`config.mk`:
```
export PLATFORM = sky130hd
export DESIGN_NAME = display_scan_ctrl_flat
export DESIGN_NICKNAME = d
export VERILOG_FILES = /design/src/rtl/display_scan_ctrl_if.sv /design/src/rtl/display_scan_ctrl.sv /design/src/flat_wrapper.sv
export SDC_FILE = /design/constraint.sdc
export NUM_CORES = 1
export LEC_CHECK = 0
export CORE_MARGIN = 4
export CORE_UTILIZATION = 42
export DETAILED_ROUTE_END_ITERATION = 7
export SKIP_LAST_GASP = 1
export SYNTH_ARGS = -nofsm -noshare
export SYNTH_HDL_FRONTEND = slang
export SYNTH_SLANG_ARGS = --single-unit
```
`constraint.sdc`:
```
create_clock -name clk -period 3.4 [get_ports clk]
set_input_delay 0.34 -clock clk [delete_from_list [all_inputs] [get_ports clk]]
set_output_delay 0.34 -clock clk [all_outputs]
set_load 0.02 [all_outputs]
```
`src/rtl/display_scan_ctrl_if.sv`:
```
// Bundle of the scan controller's control and display signals.
// The master (environment) drives enable, the requested digit values and upd_req.
// The slave (display_scan_ctrl) returns upd_ack, the digit-mux select, the digit
// enables, the active-low segments and frame_done.
interface display_scan_ctrl_if;
  logic       enable;
  logic [3:0] val1;
  logic [3:0] val4;
  logic       upd_req;
  logic       upd_ack;
  logic       sel;
  logic       digit1_en;
  logic       digit4_en;
  logic [6:0] seg;
  logic       frame_done;

  modport master (
    output enable, val1, val4, upd_req,
    input  upd_ack, sel, digit1_en, digit4_en, seg, frame_done
  );

  modport slave (
    input  enable, val1, val4, upd_req,
    output upd_ack, sel, digit1_en, digit4_en, seg, frame_done
  );
endinterface

```
`src/rtl/display_scan_ctrl.sv`:
```
// Two-digit multiplexed 7-segment scan controller.
// Each digit is lit for DWELL cycles per visit. With macro SCAN_BLANK_EN defined,
// an all-dark gap of BLANK cycles follows each digit; without it the digits
// alternate back to back and BLANK is ignored.
// New digit values are adopted only at a frame boundary (SHOW1 entry), so a digit
// never changes value mid-frame.
// Ports:
//   clk   - system clock, rising edge
//   reset - asynchronous active-high reset
//   bus   - display_scan_ctrl_if.slave: enable, val1/val4, upd_req/upd_ack,
//           sel, digit1_en, digit4_en, seg {g,f,e,d,c,b,a} active-low, frame_done
// upd_ack and frame_done are aligned with the state register; the display outputs
// follow the state by one registered cycle.
module display_scan_ctrl #(
  parameter int unsigned DWELL = 50000,
  parameter int unsigned BLANK = 500
) (
  input logic          clk,
  input logic          reset,
  display_scan_ctrl_if.slave bus
);

  typedef enum logic [2:0] {StIdle, StShow1, StBlank1, StShow4, StBlank4} state_e;

  localparam logic [15:0] DwellLast = 16'(DWELL - 1);
`ifdef SCAN_BLANK_EN
  localparam logic [15:0] BlankLast = 16'(BLANK - 1);
  localparam state_e      FrameEndSt  = StBlank4;
  localparam logic [15:0] FrameEndCnt = BlankLast;
`else
  localparam state_e      FrameEndSt  = StShow4;
  localparam logic [15:0] FrameEndCnt = DwellLast;
`endif
  localparam bit ParamsOk = (DWELL >= 2) && (DWELL <= 65535) && (BLANK >= 1) &&
                            (BLANK <= 65535);

  state_e      state_q, state_d, out_state;
  logic [15:0] cnt_q, cnt_d;
  logic [3:0]  disp1_q, disp4_q;
  logic        capture, frame_end;
  logic        sel_q, sel_d;
  logic        d1_q, d1_d, d4_q, d4_d;
  logic [6:0]  seg_q, seg_d;
  logic        ack_q, done_q;

  always_comb begin : p_param_check
    assert (ParamsOk);
  end

  function automatic logic [6:0] decode(input logic [3:0] v);
    case (v)
      4'h0:    decode = 7'b1000000;
      4'h1:    decode = 7'b1111001;
      4'h2:    decode = 7'b0100100;
      4'h3:    decode = 7'b0110000;
      4'h4:    decode = 7'b0011001;
      4'h5:    decode = 7'b0010010;
      4'h6:    decode = 7'b0000010;
      4'h7:    decode = 7'b1111000;
      4'h8:    decode = 7'b0000000;
      4'h9:    decode = 7'b0010000;
      4'hA:    decode = 7'b0001000;
      4'hB:    decode = 7'b0000011;
      4'hC:    decode = 7'b1000110;
      4'hD:    decode = 7'b0100001;
      4'hE:    decode = 7'b0000110;
      default: decode = 7'b0001110;
    endcase
  endfunction

  // Next state and dwell counter; the counter restarts at 0 on every state entry.
  always_comb begin
    state_d = state_q;
    cnt_d   = cnt_q + 16'd1;
    case (state_q)
      StIdle: begin
        state_d = StShow1;
        cnt_d   = '0;
      end
      StShow1: if (cnt_q == DwellLast) begin
`ifdef SCAN_BLANK_EN
        state_d = StBlank1;
`else
        state_d = StShow4;
`endif
        cnt_d   = '0;
      end
      StShow4: if (cnt_q == DwellLast) begin
`ifdef SCAN_BLANK_EN
        state_d = StBlank4;
`else
        state_d = StShow1;
`endif
        cnt_d   = '0;
      end
`ifdef SCAN_BLANK_EN
      StBlank1: if (cnt_q == BlankLast) begin
        state_d = StShow4;
        cnt_d   = '0;
      end
      StBlank4: if (cnt_q == BlankLast) begin
        state_d = StShow1;
        cnt_d   = '0;
      end
`endif
      default: begin
        state_d = StIdle;
        cnt_d   = '0;
      end
    endcase
    // Dropping enable wins over everything, including a pending update.
    if (!bus.enable) begin
      state_d = StIdle;
      cnt_d   = '0;
    end
  end

  // SHOW1 is only ever entered from IDLE or the frame's last state: a frame boundary.
  assign capture   = bus.upd_req && (state_d == StShow1) && (state_q != StShow1);
  assign frame_end = (state_d == FrameEndSt) && (cnt_d == FrameEndCnt);

  // Display outputs are decoded from the current state; a low enable darkens at once.
  always_comb begin
    out_state = bus.enable ? state_q : StIdle;
    sel_d     = sel_q;
    d1_d      = 1'b0;
    d4_d      = 1'b0;
    seg_d     = 7'b1111111;
    case (out_state)
      StIdle:  sel_d = 1'b0;
      StShow1: begin
        sel_d = 1'b0;
        d1_d  = 1'b1;
        seg_d = decode(disp1_q);
      end
      StShow4: begin
        sel_d = 1'b1;
        d4_d  = 1'b1;
        seg_d = decode(disp4_q);
      end
      default: ;
    endcase
  end

  always_ff @(posedge clk or posedge reset) begin
    if (reset) begin
      state_q <= StIdle;
      cnt_q   <= '0;
      disp1_q <= '0;
      disp4_q <= '0;
      sel_q   <= 1'b0;
      d1_q    <= 1'b0;
      d4_q    <= 1'b0;
      seg_q   <= 7'b1111111;
      ack_q   <= 1'b0;
      done_q  <= 1'b0;
    end else begin
      state_q <= state_d;
      cnt_q   <= cnt_d;
      if (capture) begin
        disp1_q <= bus.val1;
        disp4_q <= bus.val4;
      end
      sel_q  <= sel_d;
      d1_q   <= d1_d;
      d4_q   <= d4_d;
      seg_q  <= seg_d;
      ack_q  <= capture;
      done_q <= frame_end;
    end
  end

  assign bus.upd_ack    = ack_q;
  assign bus.sel        = sel_q;
  assign bus.digit1_en  = d1_q;
  assign bus.digit4_en  = d4_q;
  assign bus.seg        = seg_q;
  assign bus.frame_done = done_q;

endmodule

```
`src/flat_wrapper.sv`:
```
// flat-port wrapper written by rule: the top's interface ports become plain ports
module display_scan_ctrl_flat 
#(
  parameter int unsigned DWELL = 50000,
  parameter int unsigned BLANK = 500
)
  (clk, reset, bus_enable, bus_val1, bus_val4, bus_upd_req, bus_upd_ack, bus_sel, bus_digit1_en, bus_digit4_en, bus_seg, bus_frame_done);
  display_scan_ctrl_if bus_i ();
  input logic clk;
  input logic reset;
  input wire logic [$bits(bus_i.enable)-1:0] bus_enable;
  input wire logic [$bits(bus_i.val1)-1:0] bus_val1;
  input wire logic [$bits(bus_i.val4)-1:0] bus_val4;
  input wire logic [$bits(bus_i.upd_req)-1:0] bus_upd_req;
  output wire logic [$bits(bus_i.upd_ack)-1:0] bus_upd_ack;
  output wire logic [$bits(bus_i.sel)-1:0] bus_sel;
  output wire logic [$bits(bus_i.digit1_en)-1:0] bus_digit1_en;
  output wire logic [$bits(bus_i.digit4_en)-1:0] bus_digit4_en;
  output wire logic [$bits(bus_i.seg)-1:0] bus_seg;
  output wire logic [$bits(bus_i.frame_done)-1:0] bus_frame_done;
  assign bus_i.enable = bus_enable;
  assign bus_i.val1 = bus_val1;
  assign bus_i.val4 = bus_val4;
  assign bus_i.upd_req = bus_upd_req;
  assign bus_upd_ack = bus_i.upd_ack;
  assign bus_sel = bus_i.sel;
  assign bus_digit1_en = bus_i.digit1_en;
  assign bus_digit4_en = bus_i.digit4_en;
  assign bus_seg = bus_i.seg;
  assign bus_frame_done = bus_i.frame_done;
  display_scan_ctrl #(.DWELL(DWELL), .BLANK(BLANK)) u_core (.clk(clk), .reset(reset), .bus(bus_i));
endmodule
```
# Yosys cells after proc, flatten, opt, wreduce, memory -nomap -nowiden
# Memory sizes are Yosys's and may differ from the RTL's.
# Index checks and enable logic that the tools add are counted.
# Widths: inputs -> output; s select.
word_totals:
  mem_bits_ro: 224
  n_memories: 2
  ff_bits: 39
  elab_cells: 42
mem_list:
  columns: ["memory", "depth", "word_bits", "read_ports", "rd_clocked_by_memory_dff", "write_ports", "line", "rtl"]
  rows:
  - ["(no name shown)", 16, 7, 1, 0, 0, "display_scan_ctrl.sv:51", "case (v)"]
  - ["(no name shown)", 16, 7, 1, 0, 0, "display_scan_ctrl.sv:51", null]
op_classes:
  reduce_logical: 8
  n_addsub: 1
  eq_ne: 9
  n_mux: 12
ops:
  columns: ["cell", "n"]
  rows:
  - ["$mux 16", 3]
  - ["$eq 16x16->1 const B", 2]
  - ["$add 16x1->16 const B", 1]
  - ["$pmux 7 s2", 1]
  - ["$mux 3", 4]
  - ["$eq 3x1->1 const B", 3]
  - ["$eq 3x2->1 const B", 3]
  - ["$pmux 3 s3", 1]
  - ["$logic_not 3->1", 2]
  - ["$reduce_or 2->1", 2]
  - ["$logic_and 1x1->1", 3]
  - ["$ne 3x1->1 const B", 1]
  - ["$mux 1", 2]
  - ["$pmux 1 s2", 1]
  - ["$reduce_bool 2->1", 1]

# Depth between registers and ports, before layout
depth:
  depth_word: 7
  mapped_depth: 7
  ltp_nobuf: 7

# Worst setup path after synthesis
# OpenSTA, ideal clock, no wires.
synth_path:
  path_type: "register -> register"
  startpoint: "register u_core.cnt_q[0]"
  endpoint: "register u_core.disp1_q[3]"
  slack_ns: 1.225
  n_path_buf: 1
  arrival_ns: 2.050
  path_stages_with_launch: 8
  period_less_slack_ns: 2.175
  required_time_ns: 3.275
  cell_sequence: "dfrtp_1 ha_1 clkbuf_1 nand4bb_1 nor4_4 nand3_2 a21oi_4 mux2_4"
synth_via:
  elab_chain_cells: 7
  word_cells_on_any_way: 8
  cone_classes: "2 x eq/ne; 4 x mux; 2 x reduce/logical"
synth_rtl:
  columns: ["element", "line", "rtl"]
  rows:
  - ["from (decl)", "display_scan_ctrl.sv:38", "logic [15:0] cnt_q, cnt_d;"]
  - ["from (signal assigned)", "display_scan_ctrl.sv:159", "cnt_q <= cnt_d;"]
  - ["$eq 16x16->1 *", "display_scan_ctrl.sv:80, display_scan_ctrl.sv:88", null]
  - ["$mux 3, on equally long branches", "display_scan_ctrl.sv:88, display_scan_ctrl.sv:80", null]
  - ["$pmux 3 s3 *", "display_scan_ctrl.sv:75", "case (state_q)"]
  - ["$mux 3 *", "display_scan_ctrl.sv:112", "if (!bus.enable) begin"]
  - ["$eq 3x1->1 *", "display_scan_ctrl.sv:119", "assign capture = bus.upd_req && (state_d == StShow1) && (state_q != StShow1);"]
  - ["$logic_and 1x1->1 * (2 in series)", "display_scan_ctrl.sv:119", null]
  - ["net u_core.capture", "display_scan_ctrl.sv:40", "logic capture, frame_end;"]
  - ["to (signal assigned)", "display_scan_ctrl.sv:161", "disp1_q <= bus.val1;"]
  - ["to (decl)", "display_scan_ctrl.sv:39", "logic [3:0] disp1_q, disp4_q;"]
# Mark *: on every way through the listed nets, which the timed path passes. The rest lies on a longest branch.
# A chain may end at the register's enable or synchronous reset.

# Final worst setup path
layout_path:
  startpoint: "register u_core.cnt_q[0]"
  endpoint: "register u_core.disp4_q[0]"
layout_via:
  elab_chain_cells: 7
  word_cells_on_any_way: 8
  cone_classes: "2 x eq/ne; 4 x mux; 2 x reduce/logical"
layout_rtl:
  columns: ["element", "line", "rtl"]
  rows:
  - ["$eq 16x16->1 *", "display_scan_ctrl.sv:80, display_scan_ctrl.sv:88", null]
  - ["$mux 3, on equally long branches", "display_scan_ctrl.sv:88, display_scan_ctrl.sv:80", null]
  - ["$pmux 3 s3 *", "display_scan_ctrl.sv:75", null]
  - ["$mux 3 *", "display_scan_ctrl.sv:112", null]
  - ["$eq 3x1->1 *", "display_scan_ctrl.sv:119", null]
  - ["$logic_and 1x1->1 * (2 in series)", "display_scan_ctrl.sv:119", null]
  - ["net u_core.capture", "display_scan_ctrl.sv:40", null]
  - ["to (signal assigned)", "display_scan_ctrl.sv:162", "disp4_q <= bus.val4;"]
  - ["to (decl)", "display_scan_ctrl.sv:39", null]
# Marked as above.

==> results.sh <==
export IMPL_status="complete, no violations"
export IMPL_met1Wirelength_um=2460
export IMPL_clockRootBuffer="clkbuf_8"
export IMPL_grt_ovfl_total=0
export IMPL_gp_congestion=0.812
export IMPL_finalSetupTns_ns=0
export IMPL_cp_arrival_ns=2.49
export IMPL_synth_top_area_cell="dfrtp_1"
export IMPL_setup_viol=0
export IMPL_power_mw=1.13
export IMPL_r2r_end="u_core.disp4_q[0]$_DFFE_PP0P_"
export IMPL_wl_um=4620
export IMPL_fin_crit_sh_pct=68.2
export IMPL_fin_nets=286
export IMPL_hold_violations=0
export IMPL_io_pins=24
export IMPL_crit_start="u_core.cnt_q[0]$_DFF_PP0_"
export IMPL_final_layout_size_suffix_gt1_share_pct=12.7
export IMPL_drc=0
export IMPL_post_cts_buffers=0
export IMPL_worst_pin_slew_ns=0.538
export IMPL_grt_max_degree=40
export IMPL_route_top_layer_used="met4"
export IMPL_coreArea_sq_um=5240
export IMPL_path_clk_slew_ns=0.08
export IMPL_fin_crit_ns=2.32
export IMPL_final_cells=330
export IMPL_num_rows=26
export IMPL_clk_latency_ns=0.29
export IMPL_synth_seq_cells=39
export IMPL_dp_cells=322
export IMPL_htreeDepth=2
export IMPL_rsz0062_at_grt="false"
export IMPL_ys_seq_area_share_pct=42.1
export IMPL_power_density_nw_per_um2=414
export IMPL_fin_ws_ns=1.08
export IMPL_ant_nets=0
export IMPL_synth_ff_type="dfrtp_1"
export IMPL_dieHeight_um=82.6
export IMPL_drt_pass1_iter_count=4
export IMPL_vdd_drop_max_mv=0.192
export IMPL_synth_top_area_share_pct=34.2
export IMPL_skew_ns=0.0134
export IMPL_synth_compound_area_share_pct=10.9
export IMPL_critical_path_max_fanout=9
export IMPL_dp_slack_ns=1.04
export IMPL_diodes=0
export IMPL_synth_xor_area_share_pct=5.99
export IMPL_dieWidth_um=82.6
export IMPL_antenna_found_initial=0
export IMPL_synth_edf_count=0
export IMPL_max_slew_margin_pct=63.8
export IMPL_r2r_slack_ns=1.08
export IMPL_fillCellCount=476
export IMPL_vias_per_cell=5.23
export IMPL_vias=1725
export IMPL_synth_top_family_by_area="simple AND/OR/NAND/NOR gates"
export IMPL_cts_resized=0
export IMPL_cp_start_kind="register"
export IMPL_die_area_sq_um=6830
export IMPL_syn2layout_area_growth_pct=16.7
export IMPL_min_path_type="in2async"
export IMPL_syn_area_per_cell_sq_um=9.87
export IMPL_holdWs_ns=0.473
export IMPL_grt_pass1_wl_um=8110
export IMPL_synth_area_sq_um=2340
export IMPL_maxCapViolCount=0
export IMPL_crit_path_end_kind="register"
export IMPL_rr_worst_depth=6
export IMPL_synthAdderAreaFrac_pct=8.02
export IMPL_cts_sinks=39
export IMPL_met2_length_um=1860
export IMPL_synth_area_mux_share_pct=7.01
export IMPL_yosysUniqueCellTypes=45
export IMPL_grt_pass1_vias=1638
export IMPL_port_buffer_count=23
export IMPL_wl_met3_um=235
export IMPL_required_ns=3.58
export IMPL_synthTopCellsByArea="dfrtp_1 34%, ha_1 8.0%, dfstp_2 7.9%, mux2_4 5.1%, nor2_1 3.9%"
export IMPL_clock_path_buffers=2
export IMPL_p_leak_nw=1.12
export IMPL_cts_tree="done"
export IMPL_critPathCapture="u_core.disp4_q[0]$_DFFE_PP0P_"
export IMPL_critical_path_class="reg2reg"
export IMPL_routedWlPerCell_um=14.0
export IMPL_grt_usage_pct=15.7
export IMPL_worstReg2RegStart="u_core.cnt_q[0]$_DFF_PP0_"
export IMPL_synth_nets=264
export IMPL_syn_inst=237
export IMPL_max_freq_ghz=0.431
export IMPL_synthSimpleGateAreaFrac_pct=22.1
export IMPL_finalMaxSlewViolations=0
export IMPL_initial_core_util_pct=44.7
export IMPL_ys_warn_count=0
export IMPL_ctsHoldBuffers=0
export IMPL_drt_initial_drc_count=118
export IMPL_cts_made_buffers=5
export IMPL_async_reset_ff_share_pct=100
export IMPL_dp_hpwl_um=3350
[worst max-delay path, stage by stage, from the launching register on]
cell and delay [ns]:
dfrtp_1 0.40, ha_1 0.33, nand4bb_1 0.20, nor4_4 0.41, nand3_2 0.13, a21oi_4 0.39, mux2_4 0.33
[metrics by stage]
step           instance area [sq um]  util, %
2_1_floorplan                   2340        -
3_5_place_dp                    2630     50.2
3_3_place_gp                    2630     50.2
4_1_cts                         2730     52.2
5_1_grt                         2730     52.2
6_report                        2730     52.2
[cell type report]
cell class | count | area, sq um | area share (%)
sequential | 39 | 985 | 36.1
tap | 70 | 87.6 | 3.21
clock buffer | 8 | 100 | 3.66
multi-input combinational | 176 | 1270 | 46.4
timing repair buffer | 25 | 245 | 8.98
inverter | 12 | 45.0 | 1.65
[how the worst min path moves through the flow]
| stage | start | endpoint | depth (start not counted) |
|---|---|---|---|
| after global routing | reset | u_core.disp4_q[1]$_DFFE_PP0P_ | 3 |
| after detailed placement | u_core.bus.sel$_DFFE_PP0P_ | u_core.bus.sel$_DFFE_PP0P_ | 2 |
| after global placement | u_core.cnt_q[0]$_DFF_PP0_ | u_core.cnt_q[0]$_DFF_PP0_ | 1 |
| final | reset | u_core.disp4_q[3]$_DFFE_PP0P_ | 3 |
| after CTS | reset | u_core.cnt_q[3]$_DFF_PP0_ | 3 |
| after floorplan | u_core.cnt_q[0]$_DFF_PP0_ | u_core.cnt_q[0]$_DFF_PP0_ | 1 |
[sequential cells by signal, indices dropped and copies added, names as in the netlist]
| name | count |
|---|---|
| u_core.cnt_q | 16 |
| u_core.bus.seg | 7 |
| u_core.disp1_q | 4 |
| u_core.disp4_q | 4 |
| u_core.state_q | 3 |
| u_core.bus.digit1_en | 1 |
| u_core.bus.digit4_en | 1 |
| u_core.bus.frame_done | 1 |
| u_core.bus.sel | 1 |
| u_core.bus.upd_ack | 1 |
[cells in the mapped netlist, types with 3 or more instances]
master    number
a211oi_1       6
a21oi_1        7
a221oi_1       4
and3_1         3
clkbuf_1       9
dfrtp_1       32
dfstp_2        7
ha_1          15
inv_1         12
mux2_4         8
nand2_1       22
nand2b_1       4
nand3_1        5
nand4_1        8
nor2_1        24
nor2b_1        6
nor3_1         5
nor4_1         3
o21ai_0       12
xnor2_1        7
xor2_1         9
[placed cells by master (no fill, tap or decap), drive strengths merged, types with 2 or more instances in the layout]
master         count
a211oi             6
a21oi              8
a221oi             4
a311oi             2
and2               3
and3               3
and4               2
buf                2
clkbuf             8
clkdlybuf4s50     23
dfrtp             32
dfstp              7
ha                15
inv               12
mux2               9
nand2             22
nand2b             4
nand3              6
nand4              8
nor2              24
nor2b              6
nor3               5
nor4               5
o21a               2
o21ai             12
or4                2
xnor2              7
xor2               9
[metal layers]
metal / vias up / global-route usage (%)
met5: - / 0
met4: 0 / 5.39
met3: 4 / 3.04
met2: 50 / 22.0
met1: 798 / 23.9
li1: 873 / -
[report_power, final]
| part | switching, mW | total, mW | internal [mW] |
|---|---|---|---|
| clock | 0.151 | 0.336 | 0.185 |
| sequential | 0.0529 | 0.545 | 0.492 |
| combinational | 0.123 | 0.251 | 0.128 |
| total | 0.327 | 1.13 | 0.805 |
[cell families after synthesis]
| kind of cell | Yosys count |
|---|---|
| simple gates | 95 |
| flops | 39 |
| compound gates | 38 |
| buf+inv | 22 |
| xor+xnor | 16 |
| fa+ha+maj | 15 |
| mux | 11 |
| other cells | 1 |
(Power assumes the default switching activity.)
==> RTL edit, RTL diff (same flow settings) <==
Encoding of `state_e`: now one-hot (5 bits for 5 states).
--- a/src/rtl/display_scan_ctrl.sv
+++ b/src/rtl/display_scan_ctrl.sv
@@ -22,3 +22,3 @@
 
-  typedef enum logic [2:0] {StIdle, StShow1, StBlank1, StShow4, StBlank4} state_e;
+  typedef enum logic [4:0] {StIdle = 5'b00001, StShow1 = 5'b00010, StBlank1 = 5'b00100, StShow4 = 5'b01000, StBlank4 = 5'b10000} state_e;
 
Formal check against the unedited RTL: no difference found for any inputs over 10 cycles, from zero or initial values and one cycle with reset high; not proved beyond that.
==> RTL edit against the unedited design <==
Fmax down 7.2%. Synthesized cell count is 10% higher. Critical path depth is 1 lower. Via count is 7.5% higher. Wire length rose by 9.8%. Utilization is 3.1 points lower. Cell area rose by 6.3%. Synthesized area increased by 9.5%. Power increased by 6.7%. Worst setup slack worse by 0.18 ns. Sequential cell count grew 2. Critical path type unchanged.
==> RTL edit: results (changes against the unedited design) <==
.. list-table::
   :header-rows: 1

   * - Metric
     - Value
   * - Result of the run
     - complete, no violations
   * - Multiplexer fraction of the synthesized cell area
     - 8.84% (+1.8 points)
   * - Max Clock Skew
     - 0.00888 ns (-0.00450 ns)
   * - Register fraction of the total cell area
     - 35.7% (-0.38 points)
   * - Top cells by area, synth
     - sky130_fd_sc_hd__dfrtp_1 (32%), sky130_fd_sc_hd__dfstp_2 (8.2%), sky130_fd_sc_hd__ha_1 (7.3%), sky130_fd_sc_hd__mux2_4 (4.7%), sky130_fd_sc_hd__nor2_1 (4.1%)
   * - Switching power
     - 373 µW (+14%)
   * - Nets
     - 303 (+5.9%)
   * - #FFs+latches synth
     - 41 (+5.1%)
   * - Layout clock buffers
     - 7 (-1)
   * - Commonest cells in the netlist
     - sky130_fd_sc_hd__dfrtp_1 (33), sky130_fd_sc_hd__nor2_1 (28), sky130_fd_sc_hd__nand2_1 (17)
   * - Wire length on met1
     - 2350 µm (-4.7%)
   * - Via count of the first global-routing pass
     - 1822 (+11%)
   * - Proportion of synthesized chip area in sequential cells
     - 40.4% (-1.7 points)
   * - Critical path arrival
     - 2.67 ns (+0.18 ns)
   * - Pin count of the biggest net entering global routing
     - 42 (+5.0%)
   * - Fraction of area in multi-input gates
     - 47.9% (+1.4 points)
   * - Maximum cell stage delay along the critical path
     - 0.80 ns (+0.39 ns)
   * - Post-DR vias/cell
     - 5.27 (+0.82%)
   * - Power consumed by combinational cells
     - 285 µW (+14%)
   * - Max IR drop VDD
     - 0.235 mV (+23%)
   * - Count of multi-input combinational gates
     - 190 (+8.0%)
   * - 1st-iter DRT viols
     - 88 (-25%)
   * - Yosys cell types
     - 52 (+16%)
   * - GRT met1 Usage
     - 18.8% (-5.1 points)
   * - Clock tree cell share of total cell area
     - 3.23% (-0.43 points)
   * - Met2 capacity usage during global routing
     - 24.8% (+2.9 points)
   * - Slowest CP cell
     - sky130_fd_sc_hd__nor3b_2
RTL edit: cell count changes in the layout (fill, tap and decap cells not counted), moves of 3 or more:
cell | unedited run | this run
sky130_fd_sc_hd__xor2_1 | 9 | 4
sky130_fd_sc_hd__nor3b_1 | 0 | 3
sky130_fd_sc_hd__a221oi_1 | 4 | 0
sky130_fd_sc_hd__nor3b_2 | 0 | 3
sky130_fd_sc_hd__o211ai_1 | 0 | 3
sky130_fd_sc_hd__mux2i_1 | 1 | 5
sky130_fd_sc_hd__xnor2_1 | 7 | 11
sky130_fd_sc_hd__a21oi_1 | 7 | 13
sky130_fd_sc_hd__nor2_1 | 24 | 28
sky130_fd_sc_hd__nand2_1 | 22 | 17
sky130_fd_sc_hd__o21ai_0 | 12 | 5
RTL edit: worst max-delay path, delay by kind of cell, from the launching register on:
family | cells | cell delay (ns)
multiplexers | 1 | 0.36
AO/OA/AOI/OAI | 2 | 0.31
AND/OR/NAND/NOR | 2 | 1.22
flip-flops | 1 | 0.48
